==> src/rtl/mmio_uart_tx_pkg.sv <==
// Shared definitions for the memory-mapped UART transmitter:
// register offsets, STATUS layout, dmem access types and the TX FSM states.
package mmio_pkg;

    localparam logic [2:0] OFS_TXDATA = 3'h0;
    localparam logic [2:0] OFS_STATUS = 3'h4;

    localparam int ST_FULL_BIT = 0;
    localparam int ST_IDLE_BIT = 1;
    localparam int ST_OVF_BIT  = 2;
    localparam int ST_CNT_LSB  = 8;

    localparam logic [2:0] TYP_B  = 3'b001;
    localparam logic [2:0] TYP_H  = 3'b010;
    localparam logic [2:0] TYP_W  = 3'b011;
    localparam logic [2:0] TYP_BU = 3'b101;
    localparam logic [2:0] TYP_HU = 3'b110;
    localparam logic [2:0] TYP_WU = 3'b111;

    typedef enum logic [1:0] {
        IDLE  = 2'd0,
        START = 2'd1,
        DATA  = 2'd2,
        STOP  = 2'd3
    } uart_state_e;

    function automatic logic [31:0] pack_status(input logic full, input logic idle,
                                                input logic ovf, input logic [7:0] cnt);
        logic [31:0] s;
        s                          = '0;
        s[ST_FULL_BIT]             = full;
        s[ST_IDLE_BIT]             = idle;
        s[ST_OVF_BIT]              = ovf;
        s[ST_CNT_LSB+7:ST_CNT_LSB] = cnt;
        return s;
    endfunction

endpackage

==> src/rtl/mmio_uart_tx_fifo.sv <==
// Show-ahead synchronous FIFO; rdata is the head entry whenever empty is low.
module sync_fifo #(
    parameter int WIDTH = 8,
    parameter int DEPTH = 16
) (
    input  logic                     clk,
    input  logic                     reset,
    input  logic                     push,
    input  logic                     pop,
    input  logic [WIDTH-1:0]         wdata,
    output logic [WIDTH-1:0]         rdata,
    output logic                     full,
    output logic                     empty,
    output logic [$clog2(DEPTH):0]   count
);

    localparam int            AW      = $clog2(DEPTH);
    localparam logic [AW:0]   DEPTH_C = (AW+1)'(DEPTH);

    logic [WIDTH-1:0] mem_q [DEPTH];
    logic [AW-1:0]    wr_ptr_q, rd_ptr_q;
    logic [AW:0]      count_q;
    logic             do_push, do_pop;

    // A pop in the same cycle frees a slot, so a push into a full FIFO still lands.
    assign do_pop  = pop && (count_q != '0);
    assign do_push = push && ((count_q != DEPTH_C) || do_pop);

    always_ff @(posedge clk) begin
        if (!reset) begin
            wr_ptr_q <= '0;
            rd_ptr_q <= '0;
            count_q  <= '0;
        end else begin
            if (do_push) wr_ptr_q <= wr_ptr_q + AW'(1);
            if (do_pop)  rd_ptr_q <= rd_ptr_q + AW'(1);
            case ({do_push, do_pop})
                2'b10:   count_q <= count_q + (AW+1)'(1);
                2'b01:   count_q <= count_q - (AW+1)'(1);
                default: count_q <= count_q;
            endcase
        end
    end

    always_ff @(posedge clk) begin
        if (do_push) mem_q[wr_ptr_q] <= wdata;
    end

    assign rdata = mem_q[rd_ptr_q];
    assign full  = (count_q == DEPTH_C);
    assign empty = (count_q == '0);
    assign count = count_q;

endmodule

==> src/rtl/mmio_uart_tx.sv <==
// dmem-mapped UART transmitter: window decode, registered response,
// sticky overflow flag and an 8N1 serializer fed from a TX FIFO.
module mmio_uart_tx
    import mmio_pkg::*;
#(
    parameter logic [31:0] BASE_ADDR    = 32'h1000_0000,
    parameter int          CLKS_PER_BIT = 868,
    parameter int          FIFO_DEPTH   = 16
) (
    input  logic        clk,
    input  logic        reset,
    input  logic        req_valid,
    input  logic [31:0] req_addr,
    input  logic [31:0] req_data,
    input  logic        req_fcn,
    input  logic [2:0]  req_typ,
    output logic        resp_valid,
    output logic [31:0] resp_data,
    output logic        uart_tx,
    output logic        tx_busy
);

    localparam int             BW       = $clog2(CLKS_PER_BIT);
    localparam int             CW       = $clog2(FIFO_DEPTH) + 1;
    localparam logic [BW-1:0]  BAUD_MAX = BW'(CLKS_PER_BIT - 1);

    uart_state_e   state_q;
    logic [BW-1:0] baud_q;
    logic [2:0]    bit_q;
    logic [7:0]    shift_q;
    logic          uart_tx_q, tx_busy_q;
    logic          resp_valid_q, resp_valid_d;
    logic [31:0]   resp_data_q, resp_data_d;
    logic          ovf_q, ovf_d;

    logic          hit, push_req, status_rd, pop, drop, baud_last;
    logic          fifo_full, fifo_empty;
    logic [7:0]    fifo_rdata;
    logic [CW-1:0] fifo_count;
    logic [31:0]   status;
    logic          unused_ok;

    // Every access size writes one byte; upper data bits and typ are don't-care.
    assign unused_ok = ^{req_typ, req_data[31:8]};

    assign hit       = req_valid && (req_addr[31:3] == BASE_ADDR[31:3]);
    assign push_req  = hit && req_fcn && (req_addr[2:0] == OFS_TXDATA);
    assign status_rd = hit && !req_fcn && (req_addr[2:0] == OFS_STATUS);
    assign baud_last = (baud_q == BAUD_MAX);
    assign pop       = !fifo_empty && ((state_q == IDLE) || ((state_q == STOP) && baud_last));
    assign drop      = push_req && fifo_full && !pop;

    assign status = pack_status(fifo_full, fifo_empty && (state_q == IDLE), ovf_q,
                                8'(fifo_count));

    sync_fifo #(.WIDTH(8), .DEPTH(FIFO_DEPTH)) u_fifo (
        .clk   (clk),
        .reset (reset),
        .push  (push_req),
        .pop   (pop),
        .wdata (req_data[7:0]),
        .rdata (fifo_rdata),
        .full  (fifo_full),
        .empty (fifo_empty),
        .count (fifo_count)
    );

    // A drop on the same edge as a STATUS read must leave the flag set.
    always_comb begin
        ovf_d = ovf_q;
        if (status_rd) ovf_d = 1'b0;
        if (drop)      ovf_d = 1'b1;
        resp_valid_d = hit;
        resp_data_d  = status_rd ? status : 32'h0;
    end

    always_ff @(posedge clk) begin
        if (!reset) begin
            resp_valid_q <= 1'b0;
            resp_data_q  <= 32'h0;
            ovf_q        <= 1'b0;
        end else begin
            resp_valid_q <= resp_valid_d;
            resp_data_q  <= resp_data_d;
            ovf_q        <= ovf_d;
        end
    end

    always_ff @(posedge clk) begin
        if (!reset) begin
            state_q   <= IDLE;
            baud_q    <= '0;
            bit_q     <= '0;
            shift_q   <= '0;
            uart_tx_q <= 1'b1;
            tx_busy_q <= 1'b0;
        end else begin
            uart_tx_q <= (state_q == START) ? 1'b0 :
                         (state_q == DATA)  ? shift_q[0] : 1'b1;
            tx_busy_q <= !(fifo_empty && (state_q == IDLE));
            case (state_q)
                IDLE: begin
                    baud_q <= '0;
                    if (!fifo_empty) begin
                        shift_q <= fifo_rdata;
                        state_q <= START;
                    end
                end
                START: begin
                    if (baud_last) begin
                        baud_q  <= '0;
                        bit_q   <= '0;
                        state_q <= DATA;
                    end else begin
                        baud_q <= baud_q + BW'(1);
                    end
                end
                DATA: begin
                    if (baud_last) begin
                        baud_q  <= '0;
                        shift_q <= {1'b0, shift_q[7:1]};
                        if (bit_q == 3'd7) state_q <= STOP;
                        else               bit_q   <= bit_q + 3'd1;
                    end else begin
                        baud_q <= baud_q + BW'(1);
                    end
                end
                STOP: begin
                    if (baud_last) begin
                        baud_q <= '0;
                        if (!fifo_empty) begin
                            shift_q <= fifo_rdata;
                            state_q <= START;
                        end else begin
                            state_q <= IDLE;
                        end
                    end else begin
                        baud_q <= baud_q + BW'(1);
                    end
                end
                default: state_q <= IDLE;
            endcase
        end
    end

    assign resp_valid = resp_valid_q;
    assign resp_data  = resp_data_q;
    assign uart_tx    = uart_tx_q;
    assign tx_busy    = tx_busy_q;

endmodule

==> config.mk <==
export PLATFORM = sky130hd
export DESIGN_NAME = mmio_uart_tx
export DESIGN_NICKNAME = d
export VERILOG_FILES = /design/src/rtl/mmio_uart_tx_pkg.sv /design/src/rtl/mmio_uart_tx_fifo.sv /design/src/rtl/mmio_uart_tx.sv
export SDC_FILE = /design/constraint.sdc
export NUM_CORES = 1
export LEC_CHECK = 0
export ABC_AREA = 1
export CORE_MARGIN = 4
export CORE_UTILIZATION = 59
export CTS_CLUSTER_SIZE = 40
export DETAILED_ROUTE_END_ITERATION = 12
export GPL_TIMING_DRIVEN = 0
export HOLD_SLACK_MARGIN = 0.05
export PLACE_DENSITY = 0.85
export SKIP_LAST_GASP = 1
export SLEW_MARGIN = 0
export SYNTH_ARGS = -nofsm -noshare
export SYNTH_HDL_FRONTEND = slang
export SYNTH_SLANG_ARGS = --single-unit
==> constraint.sdc <==
create_clock -name clk -period 3.4 [get_ports clk]
set_input_delay 0.51 -clock clk [delete_from_list [all_inputs] [get_ports clk]]
set_output_delay 0.51 -clock clk [all_outputs]
set_load 0.01 [all_outputs]
* Word-level counts from Yosys, hierarchy flattened
Memories as Yosys holds them, arrays and structs flattened. A register that Yosys moved wholly into a read port is not among the register bits. Cells that the tools add are included. Widths: inputs -> output; s select.
Operators by class: add/subtract/negate cells 6, $mul 0, div/mod/pow operators 0, magnitude comparators 0, eq/ne operators 17, shift-type cells 0, multiplexer cells 26, bitwise logic cells 0, reduce and logical (&&, ||, !) cells 31
Operator list (number):
- $eq 29x26->1 const B | 1
- $mux 8 | 3
- $pmux 8 s3 | 1
- $pmux 10 s2 | 1
- $logic_and 1x1->1 | 12
- $add 10x1->10 const B | 1
- $eq 10x10->1 const B | 1
- $mux 10 | 1
- $mux 2 | 5
- $ne 2x2->1 const B | 5
- $pmux 5 s2 | 1
- $mux 3 | 3
- $add 4x1->4 const B | 2
- $mux 4 | 2
- $pmux 2 s4 | 1
- $mux 1 | 7
- $eq 2x2->1 const B | 3
- $eq 3x3->1 const B | 2
- $pmux 3 s2 | 1
- $reduce_bool 2->1 | 3
- $add 5x1->5 const B | 1
- $eq 5x5->1 const B | 1
- $logic_not 5->1 | 1
- $ne 5x5->1 const B | 1
- other kinds (15) | 20
Word-level totals: flip-flop bits (word level) 72, bits in latches 0, RAM bits 128, memory bits (read-only) 0, input port bits 71, output and inout bits 35, word-level logic and storage cells 94, memories kept 1
Memory list:
- u_fifo.mem_q | words 16, width 8, rd ports 1, clocked after memory_dff 1, write ports 1, RTL line mmio_uart_tx_fifo.sv:20 | logic [WIDTH-1:0] mem_q [DEPTH];

* Longest topological paths before layout
word-level depth 9, mapped depth 17, gate-level depth less buffers 17

* Hierarchy
A second synthesis with hierarchy kept.
Second synthesis, totals: cell total of the unflattened synthesis 806, area total of the unflattened synthesis 8089.0 µm²
By module, submodules not included:
- sync_fifo | times used 1, cells an instance 547, area an instance 6195.9 µm², seq. area each 4184.0 µm²
- mmio_uart_tx | times used 1, cells an instance 259, area an instance 1893.1 µm², seq. area each 700.7 µm²

* Worst setup path before layout
Ideal clock, no wire load.
path type input -> register, start input req_addr[1], end register u_fifo.count_q[4] (netlist: u_fifo.count[4]), setup time 0.115 ns, arrival 2.160 ns, required time 3.285 ns, setup slack 1.125 ns, stages on the path 11, buffers on the path 0, path through or2_2 nor3_2 nand2_2 nand2_2 inv_1 ha_1 a21o_1 a31oi_1 nand2_1 a21oi_1 nor2_1
On the way: word-level cells in the longest chain between the ends 5, elaborated cells on any way between the ends 7, those cells by class eq/ne: 2; mux: 1; reduce/logical: 4
Ends and longest elaborated chain:
- start, declared | RTL line mmio_uart_tx.sv:13 | input logic [31:0] req_addr,
- $logic_not 3->1 (*) | RTL line mmio_uart_tx.sv:47 | assign push_req = hit && req_fcn && (req_addr[2:0] == OFS_TXDATA);
- $logic_and 1x1->1 (*) | RTL line mmio_uart_tx.sv:47
- $logic_and 1x1->1 (*) | RTL line mmio_uart_tx_fifo.sv:27 | assign do_push = push && ((count_q != DEPTH_C) || do_pop);
- $eq 2x1->1 / $eq 2x2->1 (equally long branches) | RTL line mmio_uart_tx_fifo.sv:37 | case ({do_push, do_pop})
- $pmux 5 s2 / $reduce_bool 2->1 (equally long branches)
- end signal, assigned | RTL line mmio_uart_tx_fifo.sv:38 | 2'b10: count_q <= count_q + (AW+1)'(1);
- end signal, assigned | RTL line mmio_uart_tx_fifo.sv:39 | 2'b01: count_q <= count_q - (AW+1)'(1);
- end signal, assigned | RTL line mmio_uart_tx_fifo.sv:40 | default: count_q <= count_q;
- end, declared | RTL line mmio_uart_tx_fifo.sv:22 | logic [AW:0] count_q;
Mark *: on every way between the ends. The rest lies on a longest branch, timed or not. A chain may end at the register's enable or synchronous reset.

* Final worst setup path
start input req_valid, end memory u_fifo.mem_q[12][2], enable pin
On the way: word-level cells in the longest chain between the ends 6
Ends and longest elaborated chain:
- start, declared | RTL line mmio_uart_tx.sv:12 | input logic req_valid,
- $logic_and 1x1->1 | RTL line mmio_uart_tx.sv:46 | assign hit = req_valid && (req_addr[31:3] == BASE_ADDR[31:3]);
- $logic_and 1x1->1 (2 in series) | RTL line mmio_uart_tx.sv:47
- $logic_and 1x1->1 | RTL line mmio_uart_tx_fifo.sv:27
- $mux 1 | RTL line mmio_uart_tx_fifo.sv:46 | if (do_push) mem_q[wr_ptr_q] <= wdata;
- $mux 1 (implied by the code) | RTL line mmio_uart_tx_fifo.sv:46
- end, declared | RTL line mmio_uart_tx_fifo.sv:20
No other way between the ends.

==> flow_summary.json <==
{
  "status": "finished clean",
  "die_h_um": 124,
  "synth_cell_types": 48,
  "place.gp.congestion": 0.954,
  "rr_startpoint": "baud_q[0]",
  "numPortBuffers": 54,
  "drtPass1Iterations": 7,
  "p_int_mw": 3.77,
  "ant_nets": 0,
  "h-tree-depth": 4,
  "critPathKind": "in -> reg",
  "via_count": 5792,
  "cp_common_cell": "nor2_1",
  "whs_ps": 435,
  "crit_fanout": 8,
  "syn2layout_area_growth_pct": 17.7,
  "clk_pin_slew_ps": 60,
  "n_antenna_cell": 0,
  "start_kind": "input pin",
  "routed_via_density": 5.54,
  "dp_hpwl_um": 12000,
  "antenna_found_initial": 0,
  "clockPowerShare_pct": 35.6,
  "ios": 106,
  "sequentialPowerShare_pct": 46.8,
  "synth-xor-area-share_pct": 0.443,
  "yosys.area_share.simple_pct": 17.7,
  "rows": 42,
  "combPwrFrac_pct": 17.6,
  "finalNonFillerCells": 1046,
  "r2r_setup_slack_ps": 920,
  "layout.area.seq_um2": 4880,
  "required_ps": 3460,
  "wl_per_cell_um": 17.1,
  "fin_tns_setup_ps": 0,
  "min-delay-path-class": "reg -> reg",
  "drt_iter0_drc": 684,
  "slew_violations": 0,
  "r2r_end": "u_fifo.count[4]",
  "r2r_cells": 15,
  "pre_cts_ws_ps": 359,
  "dieArea_um2": 15300,
  "ys.flop_type": "edfxtp_1",
  "coreArea_um2": 13200,
  "dpl.cell_count": 1014,
  "clock_tree.buffer_depth": 2,
  "grt_pass1_wl_um": 27900,
  "cp_data_arrival_time_ps": 2650,
  "fillers": 927,
  "cap_violations": 0,
  "cts_resized": 0,
  "worst_path_largest_cell_delay_ps": 650,
  "synth_mux_area_share_pct": 0,
  "synth_compound_area_share_pct": 10.5,
  "post_cts_buffers": 0,
  "end_kind": "flop",
  "cp_slowest_cell": "nor2_1",
  "path_cells": "clkdlybuf4s50_1 -> inv_1 -> nor2_1 -> nand2_1 -> nor2_1 -> nand2_1 -> nor2_2 -> nand2_2 -> clkinv_1 -> nand2_8 -> inv_2 -> nand2_2 -> nor2_1",
  "ys_warn_count": 0,
  "power_switching_mw": 1.46,
  "syn_avg_cell_area_um2": 10.4,
  "cts_num_sinks": 180,
  "ys_ff_latch": 180,
  "vdd_drop_max_uv": 425,
  "die_w_um": 124,
  "synth-async-reset-ratio_pct": 0,
  "maxClockFrequency_mhz": 386,
  "switching_share_pct": 27.9,
  "grt.overflow.total": 0,
  "setup_violations": 0,
  "grt_setup_unrepaired": "false",
  "min_period_over_period_pct": 76.1,
  "finalWorstPathRequiredPeriod_ps": 2590,
  "start_util_pct": 60.0,
  "hold_viol_final": 0,
  "hold_start": "ovf_q",
  "min_to": "resp_data[2]",
  "powerDensity_nw_per_um2": 562,
  "synth_fa_ha_area_share_pct": 2.94,
  "drc_errors": 0,
  "hold_buffers": 0,
  "fin_nets": 946,
  "leakagePower_nw": 3.47,
  "clk_latency_ps": 440,
  "finalClockSkew_ps": 9.92,
  "syn_inst": 761,
  "cts_tree": "built",
  "synth_top_family_by_area": "simple AND/OR/NAND/NOR gates",
  "tightestPinTransition_ps": 856,
  "power_mw": 5.24,
  "syn-cell-area_um2": 7920,
  "drive_gt1_share_pct": 12.5,
  "cts_root_buf": "clkbuf_16",
  "grt.total_usage_pct": 24.7,
  "slew_headroom_pct": 42.7,
  "drt_wl_total_um": 17900,
  "fin_ws_ps": 813,
  "yosysSeqAreaShare_pct": 61.7,
  "multi_input_area_um2": 2590,
  "grt_pass1_vias": 5462,
  "synth-edff-count": 128,
  "grt_max_degree": 17,
  "cts_buffers": 17,
  "min_path_cells": 2
}
==> worst max path at each step <==
stage                 from                   to  slack [ps]  depth (start not counted)
5_1_grt          req_valid  u_fifo.mem_q[12][5]         530                         13
2_1_floorplan  req_addr[1]      u_fifo.count[4]        1130                         11
6_report         req_valid  u_fifo.mem_q[12][2]         810                         13
4_1_cts          req_valid  u_fifo.mem_q[12][0]         780                         13
3_5_place_dp     req_valid  u_fifo.mem_q[14][0]         360                         13
3_3_place_gp     req_valid  u_fifo.mem_q[12][3]         380                         13
==> flip-flops by register name, summed over array words and instances (netlist names), named ones only <==
name,cells
resp_valid,1
tx_busy,1
baud_q,10
shift_q,8
state_q,2
u_fifo.rd_ptr_q,4
u_fifo.count,5
resp_data,8
u_fifo.mem_q,128
bit_q,3
u_fifo.wr_ptr_q,4
uart_tx,1
ovf_q,1
==> cells in the final DEF, fill, tap and decap left out, types with 4 or more instances in the layout <==
| cell | instances |
|---|---|
| nand2_1 | 60 |
| nor3_1 | 5 |
| nand3_1 | 28 |
| buf_4 | 26 |
| buf_6 | 5 |
| inv_6 | 4 |
| inv_1 | 39 |
| o21ai_1 | 15 |
| nand2_2 | 8 |
| clkinv_1 | 4 |
| clkdlybuf4s50_1 | 54 |
| clkbuf_1 | 10 |
| buf_2 | 10 |
| o21ai_0 | 61 |
| o211ai_1 | 29 |
| a21oi_1 | 23 |
| edfxtp_1 | 128 |
| inv_2 | 6 |
| conb_1 | 24 |
| clkbuf_16 | 17 |
| nand2_4 | 4 |
| ha_1 | 17 |
| nand4_1 | 4 |
| dfxtp_1 | 52 |
| nor2_1 | 189 |
==> critical path: cells and delay by family <==
family | cells | cell delay (ps)
buf+inv | 4 | 710
simple gates | 9 | 1420
==> area by class of cell <==
| type | instances | area share (%) |
|---|---|---|
| Buffer | 53 | 3.72 |
| Inverter | 48 | 1.96 |
| Timing Repair Buffer | 54 | 5.80 |
| Clock buffer | 18 | 4.61 |
| Sequential cell | 180 | 52.4 |
| Tap cell | 176 | 2.36 |
| Multi-Input combinational cell | 503 | 27.8 |
| Clock inverter | 14 | 1.36 |
==> routing by layer <==
metal / track usage (%) / part of all wire, % / vias up
li1: - / - / 2745
met5: 0 / 0 / -
met1: 30.9 / 38 / 2632
met2: 40.9 / 48 / 362
met4: 9.20 / 3.2 / 0
met3: 7.13 / 11 / 53
==> cell families (layout without fill, tap and decap cells) <==
family,after synthesis,count (layout)
and+or+nand+nor,315,315
DFF,180,180
AOI/OAI and AO/OA,142,142
buffers and inverters,101,187
adders and majority gates,18,18
xor gates and xnor gates,4,4
other,1,24
==> synth_stat cells, drive strengths merged, types with 5 or more instances <==
cell	count	area, um^2
o21ai	79	414
nor2	195	776
clkbuf	9	33.8
nand2	73	340
dfxtp	52	1040
nand3	31	178
ha	17	213
nor3	6	35.0
o211ai	29	218
inv	46	175
buf	44	313
edfxtp	128	3840
nand4	5	37.5
a21oi	25	133
==> power groups by stage <==
stage          logic, mW  clock network [mW]  registers, mW
4_1_cts            0.913                1.86           2.45
5_1_grt             1.03                1.97           2.46
3_3_place_gp       0.879                   0           2.50
6_report           0.919                1.87           2.45
3_5_place_dp       0.901                   0           2.50
2_1_floorplan      0.645                   0           2.49
==> through the flow <==
stage / utilization (%) / instance area [um^2]
2_1_floorplan: - / 8000
3_3_place_gp: 66.4 / 8760
3_5_place_dp: 66.4 / 8760
4_1_cts: 70.7 / 9320
5_1_grt: 70.7 / 9320
6_report: 70.7 / 9320
Power figures use the tool's default switching activity.
